--- config.mk ---
export PLATFORM = sky130hd
export DESIGN_NAME = vram_arbiter
export DESIGN_NICKNAME = d
export VERILOG_FILES = /design/src/rtl/vram_arbiter.sv
export SDC_FILE = /design/constraint.sdc
export NUM_CORES = 1
export LEC_CHECK = 0
export ABC_AREA = 0
export CAP_MARGIN = 20
export CORE_MARGIN = 2
export CORE_UTILIZATION = 47
export CTS_CLUSTER_DIAMETER = 50
export DETAILED_ROUTE_END_ITERATION = 10
export GPL_TIMING_DRIVEN = 0
export PLACE_DENSITY = 0.84
export SKIP_LAST_GASP = 1
export SYNTH_ARGS = -nofsm -noshare
export SYNTH_HDL_FRONTEND = slang
export SYNTH_SLANG_ARGS = --single-unit
--- constraint.sdc ---
create_clock -name clk -period 2.8 [get_ports clk]
set_clock_uncertainty 0.1 [all_clocks]
set_input_delay 0.56 -clock clk [delete_from_list [all_inputs] [get_ports clk]]
set_output_delay 0.56 -clock clk [all_outputs]
set_load 0.005 [all_outputs]
--- src/rtl/vram_arbiter.sv ---
// Frame-buffer RAM arbiter: display reads beat draw writes, which beat the
// built-in screen-clear engine. One registered RAM operation per clock.
module vram_arbiter #(
  parameter int AW    = 15,
  parameter int DW    = 12,
  parameter int DEPTH = 19200
) (
  input  logic          clk,
  input  logic          rstn,
  input  logic          disp_req,
  input  logic [AW-1:0] disp_addr,
  output logic [DW-1:0] disp_data,
  output logic          disp_valid,
  input  logic          wr_req,
  input  logic [AW-1:0] wr_addr,
  input  logic [DW-1:0] wr_data,
  output logic          wr_ack,
  input  logic          clr_start,
  input  logic [DW-1:0] clr_color,
  output logic          clr_busy,
  output logic [AW-1:0] ram_addr,
  output logic          ram_we,
  output logic [DW-1:0] ram_wdata,
  input  logic [DW-1:0] ram_rdata
);

  localparam logic [AW-1:0] LAST_ADDR = AW'(DEPTH - 1);

  typedef enum logic {IDLE, CLEAR} state_t;

  state_t        state_q, state_d;
  logic [AW-1:0] clr_cnt_q, clr_cnt_d;
  logic [DW-1:0] color_q, color_d;
  logic [AW-1:0] ram_addr_q, ram_addr_d;
  logic          ram_we_q, ram_we_d;
  logic [DW-1:0] ram_wdata_q, ram_wdata_d;
  logic          wr_ack_q, wr_ack_d;
  logic          rd_vld_p1_q, rd_vld_p1_d;
  logic          disp_valid_q;
  logic          gnt_rd, gnt_wr, gnt_clr;

  always_ff @(posedge clk or negedge rstn) begin
    if (!rstn) begin
      state_q      <= IDLE;
      clr_cnt_q    <= '0;
      color_q      <= '0;
      ram_addr_q   <= '0;
      ram_we_q     <= 1'b0;
      ram_wdata_q  <= '0;
      wr_ack_q     <= 1'b0;
      rd_vld_p1_q  <= 1'b0;
      disp_valid_q <= 1'b0;
    end else begin
      state_q      <= state_d;
      clr_cnt_q    <= clr_cnt_d;
      color_q      <= color_d;
      ram_addr_q   <= ram_addr_d;
      ram_we_q     <= ram_we_d;
      ram_wdata_q  <= ram_wdata_d;
      wr_ack_q     <= wr_ack_d;
      rd_vld_p1_q  <= rd_vld_p1_d;
      disp_valid_q <= rd_vld_p1_q;
    end
  end

  // wr_ack_q masks the draw request in its ack cycle so one request is not granted twice
  always_comb begin
    gnt_rd  = disp_req;
    gnt_wr  = !disp_req && wr_req && !wr_ack_q;
    gnt_clr = !disp_req && !gnt_wr && (state_q == CLEAR);
  end

  always_comb begin
    ram_addr_d  = ram_addr_q;
    ram_wdata_d = ram_wdata_q;
    ram_we_d    = 1'b0;
    wr_ack_d    = gnt_wr;
    rd_vld_p1_d = gnt_rd;
    if (gnt_rd) begin
      ram_addr_d = disp_addr;
    end else if (gnt_wr) begin
      ram_addr_d  = wr_addr;
      ram_wdata_d = wr_data;
      ram_we_d    = 1'b1;
    end else if (gnt_clr) begin
      ram_addr_d  = clr_cnt_q;
      ram_wdata_d = color_q;
      ram_we_d    = 1'b1;
    end
  end

  // A restart overrides the normal advance; the write granted this cycle still goes out
  always_comb begin
    state_d   = state_q;
    clr_cnt_d = clr_cnt_q;
    color_d   = color_q;
    if (gnt_clr) begin
      if (clr_cnt_q == LAST_ADDR) begin
        state_d   = IDLE;
        clr_cnt_d = '0;
      end else begin
        clr_cnt_d = clr_cnt_q + 1'b1;
      end
    end
    if (clr_start) begin
      state_d   = CLEAR;
      clr_cnt_d = '0;
      color_d   = clr_color;
    end
  end

  assign disp_data  = ram_rdata;
  assign disp_valid = disp_valid_q;
  assign wr_ack     = wr_ack_q;
  assign clr_busy   = (state_q == CLEAR);
  assign ram_addr   = ram_addr_q;
  assign ram_we     = ram_we_q;
  assign ram_wdata  = ram_wdata_q;

endmodule
; ---- Word level (Yosys, flattened, before mapping)
; Index checks and enable logic that the tools add are counted.
[totals]
wordCells = 39
register_bits = 59
out_inout_bits = 43
in_bits = 71
[classes]
n_reduce_logical = 13
mux = 14
n_bitwise = 1
addsub = 1
eq_ne = 1
[op_table]
columns = cell, n
row1 = 15-bit 2-to-1 mux, 6
row2 = 12-bit 2-to-1 mux, 2
row3 = 15-bit by 1-bit adder with 15-bit output (second input constant), 1
row4 = 15-bit equality test (second input constant), 1
row5 = 1-bit 2-to-1 mux, 6
row6 = 2-bit nonzero test, 3
row7 = 1-bit logical AND, 4
row8 = 2-bit AND reduction, 2
row9 = 1-bit zero test, 3
row10 = 3-bit nonzero test, 1
row11 = 1-bit NOT, 1

; ---- Logic depth before layout (Yosys ltp)
[logic_depth]
word_depth = 9
ltp_mapped = 8
depth_no_buf = 5

; ---- Least setup slack after synthesis
; Ideal clock, no wire load.
[synth_path]
path_type = input-to-reg
start = input disp_req
end = register ram_addr_q[0], in the netlist ram_addr[0]
arrival_time_ns = 1.768
setup_ns = 0.126
setup_slack_ns = 0.806
t_required_ns = 2.574
n_path_buf = 3
stages = 7
path_cell_list = buf_2 -> or3b_1 -> buf_2 -> clkinv_2 -> nor3_2 -> buf_6 -> a221o_1
[synth_via]
elab_chain_cells = 7
word_cells_on_any_way = 9
classes_between = mux (2) / reduce/logical (7)
[synth_lines]
columns = item, line_no
row1 = from (decl), 10  ; input logic disp_req,
row2 = 1-bit zero test, "69, 70"
row3 = 1-bit logical AND (2 in series), 69  ; gnt_wr = !disp_req && wr_req && !wr_ack_q;
row4 = 1-bit zero test, 70  ; gnt_clr = !disp_req && !gnt_wr && (state_q == CLEAR);
row5 = 1-bit logical AND (2 in series), 70
row6 = 3-bit nonzero test (no source line), n/a
row7 = to (signal assigned), 57  ; ram_addr_q <= ram_addr_d;
row8 = to (decl), 34  ; logic [AW-1:0] ram_addr_q, ram_addr_d;
; Parallel ways exist; a longest one is shown, timed or not.
; A chain may end at the register's enable or synchronous reset.

; ---- Final worst setup path
[layout_path]
start = input disp_req
end = register ram_wdata_q[8], in the netlist ram_wdata[8]
[layout_via]
elab_chain_cells = 8
word_cells_on_any_way = 10
classes_between = mux (1) / bitwise (1) / reduce/logical (8)
[layout_lines]
columns = item, line_no
row1 = 1-bit zero test, "69, 70"
row2 = 1-bit logical AND (2 in series), 69
row3 = 1-bit zero test, 70
row4 = 1-bit logical AND (2 in series), 70
row5 = 2-bit nonzero test (no source line), n/a
row6 = 2-bit AND reduction (no source line), n/a
row7 = to (signal assigned), 59  ; ram_wdata_q <= ram_wdata_d;
row8 = to (decl), 36  ; logic [DW-1:0] ram_wdata_q, ram_wdata_d;
; Parallel ways exist; a longest one is shown, timed or not.

==> out/summary.txt <==
peak supply drop = 0.336 mV
# IOs = 114
Setup CP Type = in -> reg
initial antenna violation count = 0
leading post-synthesis cells by cell area = dfrtp_1 50%, nand2_1 6.0%, a221o_1 5.1%
Slew @ Worst Pin = 0.597 ns
IO buf count = 100
maximum capacitance violations = 0
hpwl dp = 6120 µm
Buf/Inv on CP = 5
CP peak stage delay = 0.41 ns
post-CTS setup buffers = 0
Layout Nets = 481
DRC violations left = 0
Worst Hold Class = in -> async
drt total wl = 8210 µm
core area = 5960 µm²
# diodes = 0
Max transition margin = 60.2%
Area Growth Syn to Fin = 43.7%
clock-pin slew on the worst setup and hold paths = 0.06 ns
gr usage total = 24.4%
CP Capture Type = register
clk_lat worst skew = 0.34 ns
# fillers = 450
Sink Count = 59
largest area contributor in the netlist = dfrtp_1
starting density of the core = 49.1%
Tmin final = 2.25 ns
Power Dens Cells = 476 nW/µm²
Syn Inst Count = 297
average instance area after synthesis = 9.85 µm²
Hold Violations, Final = 0
Most common cell on crit path = buf_2
Yosys reg bits = 59
RSZ-0062 raised after global routing = no
global-route wire length before repair = 13500 µm
Post-synth top cells = 59 x dfrtp_1, 47 x nand2_1, 26 x a21oi_1
CP top delay family = buffers and inverters
Achievable Freq = 0.444 GHz
Unique masters post-synth = 39
Worst EP required = 2.90 ns
gr ovfl total = 0
top cell type's share of synthesized area = 50.4%
Final Power = 2.00 mW
routed length per instance = 16.8 µm
period utilization = 80.4%
EDFF count, synth = 0
placer congestion estimate = 0.910
Hold-fix buffers, CTS = 0
Main synth FF type = dfrtp_1
Post-Syn Area = 2930 µm²
Inserted Clock Buffers = 9
drt initial violations = 246
leakage = 1.71 nW
crit path max fanout = 10
CTS tree = yes
Site Rows = 28
endpoints failing setup = 0
Die Span Y = 82.9 µm
FFs w/ async S/R, synth = 100%
die width = 82.9 µm
TNS Setup = 0 ns
syn nets = 369
status = finished clean
Vias = 2804
vias per cell = 5.73
DRT Pass-1 Iters = 4
Yosys Warn Count = 0
Seq/Total Area, Yosys = 50.4%
Max Transition Viols Final = 0
H-tree lvl count = 3
Worst setup SP type = primary input
CP Cell Sequence = clkdlybuf4s50_1, buf_2, or3b_1, buf_2, buf_2, buf_1, nor2_1, a31oi_1
share of layout cells above drive strength 1 = 14.0%
Arr. time, crit path = 2.35 ns
root buffer cell = clkbuf_8
CTS Buffer Depth = 2
largest net degree at the start of global routing = 38
top-count cell post-synth = dfrtp_1
Die Area = 6870 µm²
Critical Path Slowest Stage Cell = clkdlybuf4s50_1
vias in the first global route = 2720
Post-DRT Antenna Nets = 0
post_cts resized = 0
-- cells in the final DEF (no fill, tap or decap), drive strengths merged --
master,synthesis,final
clkdlybuf4s50,0,99
dfrtp,59,59
nand2,47,47
buf,30,32
a21oi,27,27
nand3,25,25
a221o,15,15
nor2,15,15
clkbuf,4,15
a31oi,12,12
mux2,12,12
o31ai,7,7
clkinv,1,6
o41ai,5,5
nand4,5,5
or4,4,4
or4b,3,3
inv,3,3
o21ai,3,3
or3,3,3
nand2b,2,2
nor3,2,2
or3b,1,1
and4,1,1
nor2b,1,1
and3,1,1
and4b,1,1
nor3b,1,1
o31a,1,1
nor4,1,1
o21a,1,1
a21o,1,1
nand4b,1,1
xor2,1,1
ha,1,1
-- sequential cells by signal (all words and copies together), names as in the netlist --
register,count
clr_busy,1
ram_wdata,12
color_q,12
disp_valid,1
ram_we,1
clr_cnt_q,15
ram_addr,15
rd_vld_p1_q,1
wr_ack,1
-- worst reg2reg max path, delay by kind of cell (launching register included) --
kind                       cells  cell delay (ns)
DFF                            1             0.47
and+or+nand+nor                2             0.40
AOI/OAI and AO/OA              2             0.36
adders and majority gates      1             0.34
buffers and inverters          1             0.27
-- metal layers --
layer | track usage (%) | wire [µm]
met1 | 32.7 | 3520
met2 | 38.7 | 3930
met3 | 4.87 | 565
met4 | 10.1 | 197
met5 | 0 | 0
-- where the power goes --
part	internal, mW	switching, mW
Sequential	0.915	0.0361
Clock	0.340	0.339
Combinational	0.230	0.140
-- stage by stage --
step                instances  cell area, µm²  hold WS [ns]  util, %  worst slack (ns)
finish                    489            4210        0.0963     70.6             0.550
global route              489            4210         0.123     70.6             0.392
CTS                       489            4210         0.108     70.6             0.553
detailed placement        473            4040         0.241     67.8             0.198
global placement          472            4020         0.235     67.5            -0.725
floorplan                 297            2930         0.164        -             0.806
-- path summary, 6_finish.rpt --
check	cells past startpoint	end	start	slack (ns)
setup / recovery	8	ram_wdata[8]$_DFFE_PN0P_	disp_req	0.55
hold / removal	1	clr_cnt_q[8]$_DFFE_PN0P_	rstn	0.1
setup reg to reg	6	clr_cnt_q[13]$_DFFE_PN0P_	clr_cnt_q[0]$_DFFE_PN0P_	0.72
hold reg to reg	0	disp_valid$_DFF_PN0_	rd_vld_p1_q$_DFF_PN0_	0.26
max in group asynchronous	2	color_q[11]$_DFFE_PN0P_	rstn	1.94
min in group clk	0	disp_valid$_DFF_PN0_	rd_vld_p1_q$_DFF_PN0_	0.26
-- kinds of logic after synthesis --
kind of cell,share of synthesized area [%]
mux,4.62
simple gates,19.3
buf+inv,7.82
xor+xnor,0.299
compound gates,17.1
fa+ha+maj,0.427
flops,50.4
-- cell type report --
type | count | area [µm²] | share of cell area, %
sequential | 59 | 1480 | 35.1
multi-input combinational | 200 | 1220 | 29.0
timing repair buffer | 101 | 1020 | 24.2
buffer | 34 | 213 | 5.06
clock buffer | 11 | 141 | 3.36
tap | 75 | 93.8 | 2.23
clock inverter | 5 | 28.8 | 0.684
inverter | 4 | 16.3 | 0.387
(Power assumes the default switching activity.)
==> edit, RTL diff (same flow settings) <==
`AW`: 15 -> 16.
--- a/src/rtl/vram_arbiter.sv
+++ b/src/rtl/vram_arbiter.sv
@@ -2,5 +2,5 @@
 // built-in screen-clear engine. One registered RAM operation per clock.
 module vram_arbiter #(
-  parameter int AW    = 15,
+  parameter int AW    = 16,
   parameter int DW    = 12,
   parameter int DEPTH = 19200
Ports: changed (resized disp_addr, ram_addr and wr_addr); port bits go from 114 to 117. No check against the original RTL was run, so the function may have changed too.
==> edit against the original RTL <==
Routed wire length down 1.8%; non-clock buffer count grew 1; final area grew 8.5%; sequential cell count increased by 2; first-iteration DRC count increased by 17%; synthesized area up 10%; largest power group unchanged; final cell count rose by 1.6%; largest cell class unchanged; worst setup slack improved by 0.020 ns; critical path depth decreased by 1; total power increased by 9.9%; synthesized cell count rose by 0.34%; highest routed layer unchanged.
==> edit: results <==
group,metric,value,unit
grt,grt_pass1_vias,2768,
cells_and_area,nets,487,
cells_and_area,antenna_cells,0,
cells_and_area,fillCellCount,492,
synthesis,syn_inst,298,
clock_network,cts_setup_buffers,0,
place,post-place-ws,0.223,ns
drt,dr_total_vias,2742,
grt,antenna_found_initial,0,
grt,grt_max_degree,34,
power_and_ir_drop,ir_drop,0.000349,V
drt,first_pass_iters,6,
place,gp_congestion,0.910,
drt,drt_iter0_markers,289,
place,dp.cells,482,
clock_network,clock_latency,0.34,ns
synthesis,yosys-top-cells-count,"61 x dfrtp_1, 40 x nand2_1, 35 x o21ai_0",
synthesis,ys_seq_area_share,47.4,%
run_status,status,"finished, final reports clean",
power_and_ir_drop,power_switching_share,24.5,%
clock_network,numCtsBuffers,9,
synthesis,synthTopCellsByArea,"dfrtp_1 47%, mux2i_1 8.7%, mux2_2 6.3%",
power_and_ir_drop,leakage,1.93,nW
clock_network,path_clk_slew,0.07,ns
place,placed_area,4370,um2
clock_network,cts_buffer_depth,2,
synthesis,synth.distinct_cells,43,
grt,grt_usage,22.3,%
place,place_hpwl,5.70,mm
clock_network,cts_htree_levels,3,
drt,drt-total-wl,8.07,mm
grt,grt_pass1_wl,13.0,mm
cells_and_area,drive_above_1_share,19.2,%
place,port-buffer-count,103,
drt,viasPerCell,5.52,
synthesis,synth_fp_nets,372,
synthesis,ys_async_sr_fraction,100,%
floorplan,die_w,86.8,um
timing,worst_pin_slew,0.684,ns
synthesis,synth_warnings,0,
-- edit: cell count changes after synthesis, sizes merged, moves of 9 or more --
cell   unedited run  this run
nor2             15         3
mux2             12        28
mux2i             0        28
a21oi            27         3
nand3            25         8
a221o            15         0
a31oi            12         3
o21ai             3        35
-- edit: power groups by stage --
| stage | registers, mW | clock network, mW | logic [mW] |
|---|---|---|---|
| after floorplan | 1.00 | 0 | 0.152 |
| after global placement | 1.00 | 0 | 0.393 |
| after detailed placement | 1.01 | 0 | 0.404 |
| after CTS | 0.991 | 0.820 | 0.406 |
| after global routing | 0.998 | 0.857 | 0.439 |
| final | 0.992 | 0.806 | 0.402 |
-- edit: logic make-up (layout without fill, tap and decap cells) --
kind of cell	after synthesis	after routing	share of synthesized area [%]
compound gates	53	53	9.44
xor+xnor	2	2	0.544
fa+ha+maj	1	1	0.389
buf+inv	36	155	7.07
flops	61	61	47.4
mux	56	56	19.7
simple gates	89	89	15.5
-- edit: final timing paths --
kind	startpoint	slack, ns	end	cells past startpoint
hold reg to reg	rd_vld_p1_q$_DFF_PN0_	0.26	disp_valid$_DFF_PN0_	0
min in group clk	rd_vld_p1_q$_DFF_PN0_	0.26	disp_valid$_DFF_PN0_	0
setup / recovery	disp_req	0.57	ram_addr[14]$_DFFE_PN0P_	7
max in group asynchronous	rstn	1.82	color_q[0]$_DFFE_PN0P_	2
setup reg to reg	clr_cnt_q[0]$_DFFE_PN0P_	0.71	clr_cnt_q[7]$_DFFE_PN0P_	6
hold / removal	rstn	0.16	ram_addr[4]$_DFFE_PN0P_	1
-- edit: cell type report --
type	count	area, um2	share of cell area, %
Timing Repair Buffer	104	1050	22.9
Multi-Input combinational cell	201	1470	32.1
Sequential cell	61	1530	33.4
Inverter	4	15.0	0.329
Buffer	32	213	4.66
Tap cell	80	100	2.19
Clock inverter	4	47.5	1.04
Clock buffer	11	151	3.32
-- edit: critical path, stage by stage --
cell and delay [ns]:
clkdlybuf4s50_1 0.44, buf_6 0.16, nor3b_4 0.34, buf_6 0.24, mux2i_1 0.23, o21ai_0 0.10, mux2_2 0.28
-- edit: metal layers --
metal  up-vias  global-route usage (%)  share of wire (%)
met1      1298                    27.0                 42
li1       1297                       -                  -
met5         -                       0                  0
met4         0                    6.82               0.99
met2       136                    36.7                 47
met3        11                    8.76                9.7
-- edit: stage by stage --
| stage | setup TNS [ns] | hold slack, ns |
|---|---|---|
| floorplan | 0 | 0.164 |
| global placement | -52.84 | 0.237 |
| detailed placement | 0 | 0.248 |
| CTS | 0 | 0.163 |
| global route | 0 | 0.202 |
| finish | 0 | 0.156 |
